==> src/rtl/dot_accumulator.sv <==
// Sums DIM signed products into one saturated matrix element, walking row/col
// indices across a DIM x DIM result and presenting each element on ready/valid.
module dot_accumulator #(
  parameter int DATA_W = 8,
  parameter int DIM    = 5,
  parameter int ACC_W  = 12,
  parameter int IDX_W  = 3
) (
  input  logic                     clk,
  input  logic                     rst,
  input  logic                     start,
  input  logic                     in_valid,
  output logic                     in_ready,
  input  logic signed [DATA_W-1:0] prod,
  input  logic                     prod_ovf,
  output logic                     out_valid,
  input  logic                     out_ready,
  output logic signed [DATA_W-1:0] out_data,
  output logic                     out_ovf,
  output logic [IDX_W-1:0]         out_row,
  output logic [IDX_W-1:0]         out_col,
  output logic                     busy,
  output logic                     done
);

  // state  | meaning
  // IDLE   | waiting for start; accumulator and indices cleared
  // ACCUM  | accepting DIM products for the current element
  // OUTPUT | element presented, waiting for out_ready
  // DONE   | one-cycle done pulse after the last element
  typedef enum logic [1:0] {S_IDLE, S_ACCUM, S_OUTPUT, S_DONE} state_t;

  localparam int CNT_W = $clog2(DIM + 1);
  localparam logic signed [ACC_W-1:0] SAT_MAX = ACC_W'((1 << (DATA_W - 1)) - 1);
  localparam logic signed [ACC_W-1:0] SAT_MIN = ~SAT_MAX;

  state_t                     state_q, state_d;
  logic signed [ACC_W-1:0]    acc_q, acc_d;
  logic [CNT_W-1:0]           cnt_q, cnt_d;
  logic                       sticky_q, sticky_d;
  logic [IDX_W-1:0]           row_q, row_d;
  logic [IDX_W-1:0]           col_q, col_d;
  logic signed [DATA_W-1:0]   data_q, data_d;
  logic                       ovf_q, ovf_d;

  logic signed [ACC_W-1:0]    prod_ext;
  logic signed [ACC_W-1:0]    sum;
  logic                       sat_hi;
  logic                       sat_lo;

  assign prod_ext = ACC_W'(prod);
  assign sum      = acc_q + prod_ext;
  assign sat_hi   = (sum > SAT_MAX);
  assign sat_lo   = (sum < SAT_MIN);

  always_comb begin
    state_d  = state_q;
    acc_d    = acc_q;
    cnt_d    = cnt_q;
    sticky_d = sticky_q;
    row_d    = row_q;
    col_d    = col_q;
    data_d   = data_q;
    ovf_d    = ovf_q;
    case (state_q)
      S_IDLE: begin
        acc_d    = '0;
        cnt_d    = '0;
        sticky_d = 1'b0;
        row_d    = '0;
        col_d    = '0;
        if (start) state_d = S_ACCUM;
      end
      S_ACCUM: begin
        if (in_valid) begin
          acc_d    = sum;
          sticky_d = sticky_q | prod_ovf;
          cnt_d    = cnt_q + CNT_W'(1);
          if (cnt_q == CNT_W'(DIM - 1)) begin
            if (sat_hi)      data_d = SAT_MAX[DATA_W-1:0];
            else if (sat_lo) data_d = SAT_MIN[DATA_W-1:0];
            else             data_d = sum[DATA_W-1:0];
            ovf_d   = sticky_q | prod_ovf | sat_hi | sat_lo;
            state_d = S_OUTPUT;
          end
        end
      end
      S_OUTPUT: begin
        if (out_ready) begin
          acc_d    = '0;
          cnt_d    = '0;
          sticky_d = 1'b0;
          if (row_q == IDX_W'(DIM - 1) && col_q == IDX_W'(DIM - 1)) begin
            state_d = S_DONE;
          end else begin
            state_d = S_ACCUM;
            if (col_q == IDX_W'(DIM - 1)) begin
              col_d = '0;
              row_d = row_q + IDX_W'(1);
            end else begin
              col_d = col_q + IDX_W'(1);
            end
          end
        end
      end
      S_DONE: begin
        row_d   = '0;
        col_d   = '0;
        state_d = S_IDLE;
      end
      default: state_d = S_IDLE;
    endcase
  end

  always_ff @(posedge clk or negedge rst) begin
    if (!rst) begin
      state_q  <= S_IDLE;
      acc_q    <= '0;
      cnt_q    <= '0;
      sticky_q <= 1'b0;
      row_q    <= '0;
      col_q    <= '0;
      data_q   <= '0;
      ovf_q    <= 1'b0;
    end else begin
      state_q  <= state_d;
      acc_q    <= acc_d;
      cnt_q    <= cnt_d;
      sticky_q <= sticky_d;
      row_q    <= row_d;
      col_q    <= col_d;
      data_q   <= data_d;
      ovf_q    <= ovf_d;
    end
  end

  // Handshake outputs decode the state register only, so no input reaches them combinationally.
  assign in_ready  = (state_q == S_ACCUM);
  assign out_valid = (state_q == S_OUTPUT);
  assign busy      = (state_q != S_IDLE);
  assign done      = (state_q == S_DONE);
  assign out_data  = data_q;
  assign out_ovf   = ovf_q;
  assign out_row   = row_q;
  assign out_col   = col_q;

endmodule
==> config.mk <==
export PLATFORM = sky130hd
export DESIGN_NAME = dot_accumulator
export DESIGN_NICKNAME = d
export VERILOG_FILES = /design/src/rtl/dot_accumulator.sv
export SDC_FILE = /design/constraint.sdc
export NUM_CORES = 1
export LEC_CHECK = 0
export ABC_AREA = 0
export BUFFER_PORTS_ARGS = -buffer_cell sky130_fd_sc_hd__clkbuf_2
export CORE_ASPECT_RATIO = 0.7
export CORE_MARGIN = 10
export CORE_UTILIZATION = 57
export CTS_CLUSTER_SIZE = 14
export DETAILED_ROUTE_END_ITERATION = 6
export PLACE_DENSITY = 0.88
export SLEW_MARGIN = 15
export SYNTH_ARGS = -nofsm -noshare
export SYNTH_HDL_FRONTEND = slang
export SYNTH_SLANG_ARGS = --single-unit
==> constraint.sdc <==
create_clock -name clk -period 2.9 [get_ports clk]
set_input_delay 0.725 -clock clk [delete_from_list [all_inputs] [get_ports clk]]
set_output_delay 0.725 -clock clk [all_outputs]
set_load 0.1 [all_outputs]
==> results.sh, run 1 <==
export IMPL_status="finished, violations left"
export IMPL_violations="negative setup slack"
export IMPL_synthToLayoutAreaGrowth_pct=32.1
export IMPL_final_cell_area_um2=2930
export IMPL_p_int_mw=1.61
export IMPL_overflow=0
export IMPL_multi_input_area_um2=1400
export IMPL_synth_xor_area_share_pct=2.37
export IMPL_fill_cells=233
export IMPL_drc_errors=0
export IMPL_hpwl_mm=4.58
export IMPL_required_ns=3.06
export IMPL_async_reset_ff_share_pct=100
export IMPL_diodes=0
export IMPL_root_buffer="clkbuf_8"
export IMPL_ant_nets=0
export IMPL_r2r_end="out_ovf$_DFFE_PN0P_"
export IMPL_mostFrequentLayoutCells="40 x buf_4, 36 x nand2_1, 33 x dfrtp_1"
export IMPL_synth_seq_cells=33
export IMPL_switching_share_pct=56.2
export IMPL_antenna_found_initial=0
export IMPL_relSlewSlack_pct=46.2
export IMPL_synth_adder_area_share_pct=13.3
export IMPL_vias_per_cell=6.28
export IMPL_worstHoldStart="out_data[6]$_DFFE_PN0P_"
export IMPL_final_common_cell="buf_4"
export IMPL_hold_path_class="reg2reg"
export IMPL_startpoint_type="input port"
export IMPL_synth_top_area_cell="dfrtp_1"
export IMPL_fmax_ghz=0.323
export IMPL_final_seq_area_um2=826
export IMPL_r2r_slack_ns=-0.05
export IMPL_die_w_um=94.6
export IMPL_seqPwrFrac_pct=20.1
export IMPL_p_per_area_nw_per_um2=1250
export IMPL_synth_top_family_by_area="compound AO/OA/AOI/OAI gates"
export IMPL_drv_cap=0
export IMPL_worstMarginPinSlew_ns=0.800
export IMPL_rsz0062_at_grt="yes"
export IMPL_fin_crit_ns=3.10
export IMPL_pwr_share_comb_pct=69.5
export IMPL_synth_edf_count=0
export IMPL_drtIter0Drc=223
export IMPL_clock_skew_ns=0.00545
export IMPL_switchingPower_mw=2.06
export IMPL_final_setup_tns_ns=-0.526
export IMPL_h_tree_depth=2
export IMPL_portBuffers=32
export IMPL_clk_pin_slew_ns=0.07
export IMPL_grt_usage_pct=21.0
export IMPL_end_kind="register"
export IMPL_synth_cell_type_count=45
export IMPL_drv_slew=0
export IMPL_min_path_cells=2
export IMPL_vias=2362
export IMPL_critical_path_class="in2reg"
export IMPL_postCtsHoldBufs=0
export IMPL_cts_tree="yes"
export IMPL_r2r_start="acc_q[0]$_DFFE_PN0P_"
export IMPL_routed_wl_mm=6.97
export IMPL_ioPinCount=33
export IMPL_p_clk_share_pct=10.4
export IMPL_synthCells=250
export IMPL_num_nets_final=362
export IMPL_ys_flop_type="dfrtp_1"
export IMPL_grt_pass1_vias=2386
export IMPL_netlist_top_cells_area="dfrtp_1 37%, ha_1 12%, nand2_1 6.1%"
export IMPL_yosysTopAreaCellShare_pct=37.2
export IMPL_netlist_area_um2=2220
export IMPL_cp_arrival_ns=3.26
export IMPL_postLayoutSetupSlackWorst_ns=-0.199
export IMPL_grt_max_degree=34
export IMPL_place_gp_congestion=0.886
export IMPL_ir_worst_vdd_mv=1.09
export IMPL_yosys_area_share_simple_pct=17.3
export IMPL_synth_compound_area_share_pct=24.8
export IMPL_wl_per_cell_um=18.5
export IMPL_power_leakage_nw=1.48
export IMPL_start_util_pct=61.2
export IMPL_synth_mux_area_share_pct=1.35
export IMPL_hold_path_end="out_data[6]$_DFFE_PN0P_"
export IMPL_critPathMaxFanout=3
export IMPL_setup_violations=8
export IMPL_grt_pass1_wl_mm=11.5
export IMPL_drive_above_1_share_pct=30.4
export IMPL_finalCritPeriodShare_pct=107
export IMPL_die_area_um2=6830
export IMPL_synth_nets=287
export IMPL_core_um2=3630
export IMPL_synth_avg_cell_area_um2=8.88
export IMPL_num_rows=18
export IMPL_clockBufferDepth=2
export IMPL_synth_seq_area_share_pct=37.2
export IMPL_place_area_um2=2750
export IMPL_numCtsBuffers=5
export IMPL_clkSinkCount=33
export IMPL_r2r_cells=11
export IMPL_die_y_um=72.2
export IMPL_drtPass1Iterations=5
export IMPL_yosysWarnings=0
export IMPL_hold_viol_final=0
export IMPL_clkLatencyLatePin_ns=0.28
## worst max path at each step
stage | start | to | slack, ns | cells after the start
after global placement | prod[0] | out_data[1]$_DFFE_PN0P_ | -0.18 | 10
after floorplan | prod[0] | out_ovf$_DFFE_PN0P_ | 0.03 | 9
after CTS | prod[7] | out_ovf$_DFFE_PN0P_ | 0.003 | 10
final | prod[1] | out_ovf$_DFFE_PN0P_ | -0.20 | 12
after global routing | prod[1] | out_ovf$_DFFE_PN0P_ | -0.16 | 12
after detailed placement | prod[0] | out_data[0]$_DFFE_PN0P_ | -0.31 | 10
## what timing repair did
| item | 4_1_cts | 5_1_grt |
|---|---|---|
| buffers inserted | 1 | 2 |
| resized for setup | 6 | 4 |
| endpoints found under the hold margin | 0 | 0 |
| pin swaps | 4 | 4 |
| setup endpoints to repair | 3 | 8 |
## worst max-delay path: stages
cell and delay (ns):
clkbuf_2 0.10, buf_4 0.14, fa_2 0.42, a211oi_4 0.25
buf_4 0.16, o21a_1 0.16, a221o_1 0.24, a311oi_4 0.09
buf_4 0.17, or4_4 0.48, mux2i_1 0.21, a21oi_1 0.10
## state kept, by name, summed over array words and instances (netlist names)
signal    flops
acc_q        12
cnt_q         3
out_col       3
out_data      8
out_ovf       1
out_row       3
state_q       2
sticky_q      1
## cell usage after synthesis, drive strengths merged, types with 2 or more instances
cell type,n
nand2,36
dfrtp,33
o21ai,32
ha,22
a21oi,19
inv,15
nor2,11
nand3,10
a22o,6
a21o,5
a211oi,4
clkbuf,4
nand2b,4
nand4,4
nor3,4
o21a,4
xnor2,4
a31oi,3
mux2i,3
nor2b,3
a311oi,2
and3,2
buf,2
o311a,2
or2,2
xor2,2
## power by group through the flow
| stage | combinational (mW) | clock, mW | sequential, mW |
|---|---|---|---|
| global route | 2.72 | 0.405 | 0.762 |
| floorplan | 1.17 | 0 | 1.28 |
| detailed placement | 2.33 | 0 | 0.739 |
| finish | 2.55 | 0.380 | 0.737 |
| CTS | 2.44 | 0.385 | 0.734 |
| global placement | 2.27 | 0 | 0.729 |
## cell families (layout without fill, tap and decap cells)
group,count (synthesis),after routing
xor gates and xnor gates,6,6
adders and majority gates,23,23
muxes,3,3
AOI/OAI and AO/OA,84,84
DFF,33,33
buffers and inverters,21,97
and+or+nand+nor,80,80
## layout make-up
class / instances / share of cell area (%)
clock buffers: 7 / 3.28
clock inverters: 1 / 0.171
inverters: 15 / 1.92
multi-input cells: 196 / 47.6
flip-flops and latches: 33 / 28.2
well taps: 50 / 2.13
repair buffers: 74 / 16.8
## through the flow
stage / utilization (%) / hold WS [ns] / setup WS, ns / power [mW] / std cells
6_report: 80.9 / 0.491 / -0.199 / 3.66 / 376
5_1_grt: 80.9 / 0.526 / -0.155 / 3.89 / 376
4_1_cts: 80.0 / 0.491 / 0.00340 / 3.56 / 374
3_5_place_dp: 75.8 / 0.467 / -0.313 / 3.07 / 365
3_3_place_gp: 75.8 / 0.460 / -0.182 / 3.00 / 365
2_1_floorplan: - / 0.429 / 0.0342 / 2.45 / 250
## layer usage
metal	GRT usage [%]	part of all wire (%)	up-vias
li1	-	-	1058
met1	25.0	40	1089
met2	34.6	47	181
met3	5.86	10	34
met4	9.27	3.4	0
met5	0	0	-
(Power assumes the default switching activity.)
==> run 2, diff against run 1 <==
ABC_AREA = 1   (was 0)
==> run 2 against run 1 <==
  * Flip-flop and latch count stayed put
  * Global-route usage shrank 4.4 points
  * Critical path depth decreased by 9
  * Final area is 12% lower
  * Cell count is 2.7% lower
  * The flow now finishes without violations
  * Register-to-register slack improved by 0.73 ns
==> results.sh, run 2 <==
export IMPL_netlist_area_um2=2240
export IMPL_finalCritPeriodShare_pct=83.2
export IMPL_synthCells=277
export IMPL_synth_nets=314
export IMPL_synth_most_common_cell="nand2_1"
export IMPL_largest_reg_flops=12
export IMPL_start_util_pct=61.5
export IMPL_die_area_um2=6880
export IMPL_drive_above_1_share_pct=19.6
export IMPL_drc_errors=0
export IMPL_overflow=0
export IMPL_clock_skew_ns=0.00930
export IMPL_synth_seq_area_share_pct=36.8
export IMPL_final_seq_area_um2=826
export IMPL_routed_wl_mm=5.32
export IMPL_antenna_found_initial=0
export IMPL_top_register="acc_q"
export IMPL_yosysTopAreaCellShare_pct=36.8
export IMPL_hold_ws_ns=0.513
export IMPL_wl_met2_mm=2.22
export IMPL_startpoint_type="register"
export IMPL_final_setup_tns_ns=0
export IMPL_drv_cap=0
export IMPL_clkSinkCount=33
export IMPL_netlist_top_cells_area="dfrtp_1 37%, ha_1 12%, nand2_1 11%"
export IMPL_hold_viol_final=0
export IMPL_ys_flop_type="dfrtp_1"
export IMPL_post_cts_setup_buffer_count=0
export IMPL_portBuffers=32
export IMPL_ant_nets=0
export IMPL_wl_per_cell_um=14.5
export IMPL_place_ws_ns=0.317
export IMPL_synth_cell_type_count=31
export IMPL_die_y_um=72.5
export IMPL_grt_max_degree=34
export IMPL_grt_usage_pct=16.6
export IMPL_vias_per_cell=5.41
export IMPL_drtPass1Iterations=5
export IMPL_synth_edf_count=0
export IMPL_synth_avg_cell_area_um2=8.09
export IMPL_postCtsHoldBufs=0
export IMPL_multi_input_area_um2=1260
export IMPL_required_ns=2.17
export IMPL_mostFrequentLayoutCells="63 x nand2_1, 39 x inv_1, 33 x dfrtp_1"
export IMPL_hold_path_class="in2async"
export IMPL_synth_commonest_cells="63 x nand2_1, 39 x inv_1, 33 x dfrtp_1, 25 x nor2_1, 22 x ha_1"
export IMPL_fin_crit_ns=2.41
export IMPL_synthToLayoutAreaGrowth_pct=14.8
export IMPL_critical_path_class="reg2out"
export IMPL_grt_pass1_vias=1933
export IMPL_met1Wirelength_mm=2.56
export IMPL_diodes=0
export IMPL_numCtsBuffers=5
export IMPL_status="completed"
export IMPL_h_tree_depth=2
export IMPL_num_nets_final=352
export IMPL_synth_top_area_cell="dfrtp_1"
export IMPL_wl_met3_um=459
export IMPL_async_reset_ff_share_pct=100
export IMPL_die_w_um=95.0
export IMPL_rsz0062_at_grt="no"
export IMPL_final_common_cell="nand2_1"
export IMPL_critPathMaxFanout=7
export IMPL_clk_pin_slew_ns=0.08
export IMPL_relSlewSlack_pct=45.3
export IMPL_cp_arrival_ns=1.69
export IMPL_hpwl_mm=4.07
export IMPL_drv_slew=0
export IMPL_worstMarginPinSlew_ns=0.820
export IMPL_ioPinCount=33
export IMPL_core_um2=3650
export IMPL_grt_pass1_wl_mm=9.20
export IMPL_fmax_ghz=0.414
export IMPL_clockBufferDepth=2
export IMPL_synth_seq_cells=33
export IMPL_place_gp_congestion=0.855
export IMPL_vias=1980
export IMPL_num_rows=18
export IMPL_fill_cells=305
export IMPL_cts_tree="yes"
export IMPL_yosysWarnings=0
export IMPL_end_kind="primary output"
export IMPL_setup_violations=0
export IMPL_top_layer_used="met4"
export IMPL_drtIter0Drc=98
export IMPL_root_buffer="clkbuf_8"
export IMPL_clkLatencyLatePin_ns=0.30
export IMPL_ctsResizeCount=0
export IMPL_postLayoutSetupSlackWorst_ns=0.486
-- run 2: layer usage --
layer,up-vias,global-route usage [%]
li1,975,-
met1,916,22.6
met2,80,23.8
met3,9,5.76
met4,0,5.63
met5,-,0
-- run 2: area by class of cell --
class	instances	area share [%]
clock inverters	3	1.80
multi-input cells	202	48.8
well taps	50	2.43
flip-flops and latches	33	32.1
clock buffers	5	2.67
repair buffers	32	6.22
inverters	41	5.98
-- run 2: logic make-up after synthesis --
| family | share of synthesized area (%) |
|---|---|
| AO/OA/AOI/OAI | 12.8 |
| XOR/XNOR | 4.63 |
| adder cells (fa/ha/maj) | 13.2 |
| buffers and inverters | 7.09 |
| flip-flops | 36.8 |
| AND/OR/NAND/NOR | 25.4 |
-- run 2: path summary, 6_finish.rpt --
| path | startpoint | end | slack, ns | cells past startpoint |
|---|---|---|---|---|
| setup / recovery | state_q[1]$_DFFE_PN0P_ | in_ready | 0.49 | 3 |
| hold / removal | rst | acc_q[7]$_DFFE_PN0P_ | 0.51 | 1 |
| setup reg to reg | state_q[0]$_DFFE_PN0P_ | acc_q[9]$_DFFE_PN0P_ | 0.68 | 10 |
| hold reg to reg | acc_q[3]$_DFFE_PN0P_ | acc_q[3]$_DFFE_PN0P_ | 0.51 | 1 |
| max in group asynchronous | rst | out_row[2]$_DFFE_PN0P_ | 1.87 | 1 |
| min in group clk | acc_q[3]$_DFFE_PN0P_ | acc_q[3]$_DFFE_PN0P_ | 0.51 | 1 |
-- run 2: through the flow --
step	utilization (%)	area, µm²	cells
6_report	70.6	2570	366
5_1_grt	70.6	2570	366
4_1_cts	70.6	2570	366
3_5_place_dp	67.4	2460	358
3_3_place_gp	67.4	2460	358
2_1_floorplan	-	2240	277
-- run 2: worst max-delay path: stages, from the launching register on --
cell and delay [ns]:
dfrtp_1 0.44, inv_1 0.14, ha_1 0.30, clkbuf_2 0.51
Power of run 2 is left out: the tool's default activity adds up to more than one toggle a clock period on the data nets, which glitch-free logic cannot reach.
==> run 3, diff against run 2 <==
clock period = 2.25 ns   (was 2.9 ns; I/O delays follow)
==> run 3 against run 2 <==
  * Clock skew down 0.0069 ns
  * Final area is 6.5% higher
  * Worst hold slack lost 0.34 ns
  * Worst setup slack got worse by 0.41 ns
  * Via count increased by 5.5%
  * Non-clock buffer count up 21
  * First-iteration DRC count up 30%
  * Flip-flop and latch count is the same
  * Wire length increased by 12%
  * Global-route usage rose by 1.4 points
  * Critical path depth unchanged
  * Sequential share of layout area shrank 1.9 points
  * Critical endpoint is now out_valid
  * Largest cell class unchanged
  * Highest routed layer unchanged
==> results.sh, run 3 (synthesis gave the netlist of run 2 again) <==
export IMPL_drv_cap=0
export IMPL_clk_pin_slew_ns=0.07
export IMPL_r2r_start="acc_q[0]$_DFFE_PN0P_"
export IMPL_worstMarginPinSlew_ns=0.549
export IMPL_ant_nets=0
export IMPL_cp_top_family="buffers and inverters"
export IMPL_final_cells=387
export IMPL_final_cell_area_um2=2740
export IMPL_grt_pass1_wl_mm=10.0
export IMPL_worst_path_buf_inv=2
export IMPL_vias=2088
export IMPL_clockBufferDepth=2
export IMPL_hold_viol_final=0
export IMPL_mostFrequentLayoutCells="62 x nand2_1, 39 x inv_1, 31 x dfrtp_1, 31 x clkbuf_2, 25 x nor2_1"
export IMPL_r2r_cells=11
export IMPL_core_um2=3650
export IMPL_diodes=0
export IMPL_drc_errors=0
export IMPL_placed_cells=379
export IMPL_synthToLayoutAreaGrowth_pct=22.3
export IMPL_vias_per_cell=5.40
export IMPL_antenna_found_initial=0
export IMPL_drtPass1Iterations=4
export IMPL_post_cts_setup_buffer_count=0
export IMPL_place_area_um2=2630
export IMPL_fin_crit_ns=2.18
export IMPL_finalCritPeriodShare_pct=96.8
export IMPL_startpoint_type="register"
export IMPL_drv_slew=0
export IMPL_numCtsBuffers=5
export IMPL_grt_pass1_vias=2193
export IMPL_grt_max_degree=16
export IMPL_critical_path_class="reg2out"
export IMPL_die_w_um=95.0
export IMPL_r2r_slack_ns=0.15
export IMPL_clock_skew_ns=0.00242
export IMPL_grt_usage_pct=18.0
export IMPL_num_rows=18
export IMPL_postLayoutSetupSlackWorst_ns=0.0727
export IMPL_postCtsHoldBufs=0
export IMPL_wl_per_cell_um=15.4
export IMPL_overflow=0
export IMPL_r2r_end="out_data[3]$_DFFE_PN0P_"
export IMPL_setup_violations=0
export IMPL_end_kind="primary output"
export IMPL_hpwl_mm=4.77
export IMPL_status="completed"
export IMPL_cp_arrival_ns=1.61
export IMPL_num_nets_final=373
export IMPL_finish_utilization_pct=75.1
export IMPL_root_buffer="clkbuf_8"
export IMPL_place_gp_congestion=0.857
export IMPL_ioPinCount=33
export IMPL_drtIter0Drc=127
export IMPL_cp_slowest_cell="clkbuf_2"
export IMPL_place_ws_ns=-0.162
export IMPL_cts_tree="yes"
export IMPL_final_common_cell="nand2_1"
export IMPL_clkSinkCount=33
export IMPL_routed_wl_mm=5.97
export IMPL_path_cells="inv_1 -> ha_2 -> clkbuf_2"
export IMPL_largest_reg_flops=12
export IMPL_die_area_um2=6880
export IMPL_critPathMaxStageDelay_ns=0.47
export IMPL_fmax_ghz=0.459
export IMPL_start_util_pct=61.5
export IMPL_top_register="acc_q"
export IMPL_die_y_um=72.5
export IMPL_hold_path_class="in2async"
export IMPL_h_tree_depth=2
export IMPL_relSlewSlack_pct=63.5
export IMPL_portBuffers=32
export IMPL_drive_above_1_share_pct=27.6
export IMPL_fill_cells=282
export IMPL_required_ns=1.69
export IMPL_clkLatencyLatePin_ns=0.29
export IMPL_critPathMaxFanout=5
[run 3: worst max path at each step]
| stage | startpoint | slack [ns] | end | cells past startpoint |
|---|---|---|---|---|
| 6_report | state_q[0]$_DFFE_PN0P_ | 0.07 | out_valid | 3 |
| 3_5_place_dp | prod[0] | -0.16 | out_data[3]$_DFFE_PN0P_ | 12 |
| 2_1_floorplan | state_q[0]$_DFFE_PN0P_ | 0.01 | acc_q[9]$_DFFE_PN0P_ | 10 |
| 4_1_cts | state_q[0]$_DFFE_PN0P_ | 0.08 | out_valid | 3 |
| 3_3_place_gp | prod[0] | -0.04 | out_data[2]$_DFFE_PN0P_ | 12 |
| 5_1_grt | prod[7] | -0.006 | out_data[4]$_DFFE_PN0P_ | 10 |
[run 3: area by class of cell]
cell class	count	area, µm²	share of cell area [%]
Clock buffer	5	68.8	2.51
Sequential cell	33	828	30.2
Timing Repair Buffer	53	320	11.7
Inverter	41	158	5.75
Clock inverter	3	17.5	0.639
Tap cell	50	62.6	2.28
Multi-Input combinational cell	202	1290	46.9
[run 3: through the flow]
step,TNS [ns],hold WS (ns)
global route,-0.0108,0.186
detailed placement,-1.11,0.489
floorplan,0,0.267
global placement,-0.214,0.481
CTS,0,0.177
finish,0,0.169
[run 3: what timing repair did]
action / 4_1_cts / 5_1_grt
hold endpoints to repair: 0 / 0
endpoints found under the setup margin: 0 / 5
resized for setup: 0 / 6
[run 3: routing by layer]
| layer | routed length (µm) | up-vias | GRT usage (%) |
|---|---|---|---|
| met3 | 483 | 6 | 5.14 |
| met5 | 0 | - | 0 |
| met2 | 2760 | 76 | 28.6 |
| met4 | 63 | 0 | 5.96 |
| met1 | 2670 | 989 | 23.0 |
| li1 | - | 1017 | - |
Power of run 3 is left out for the same reason.
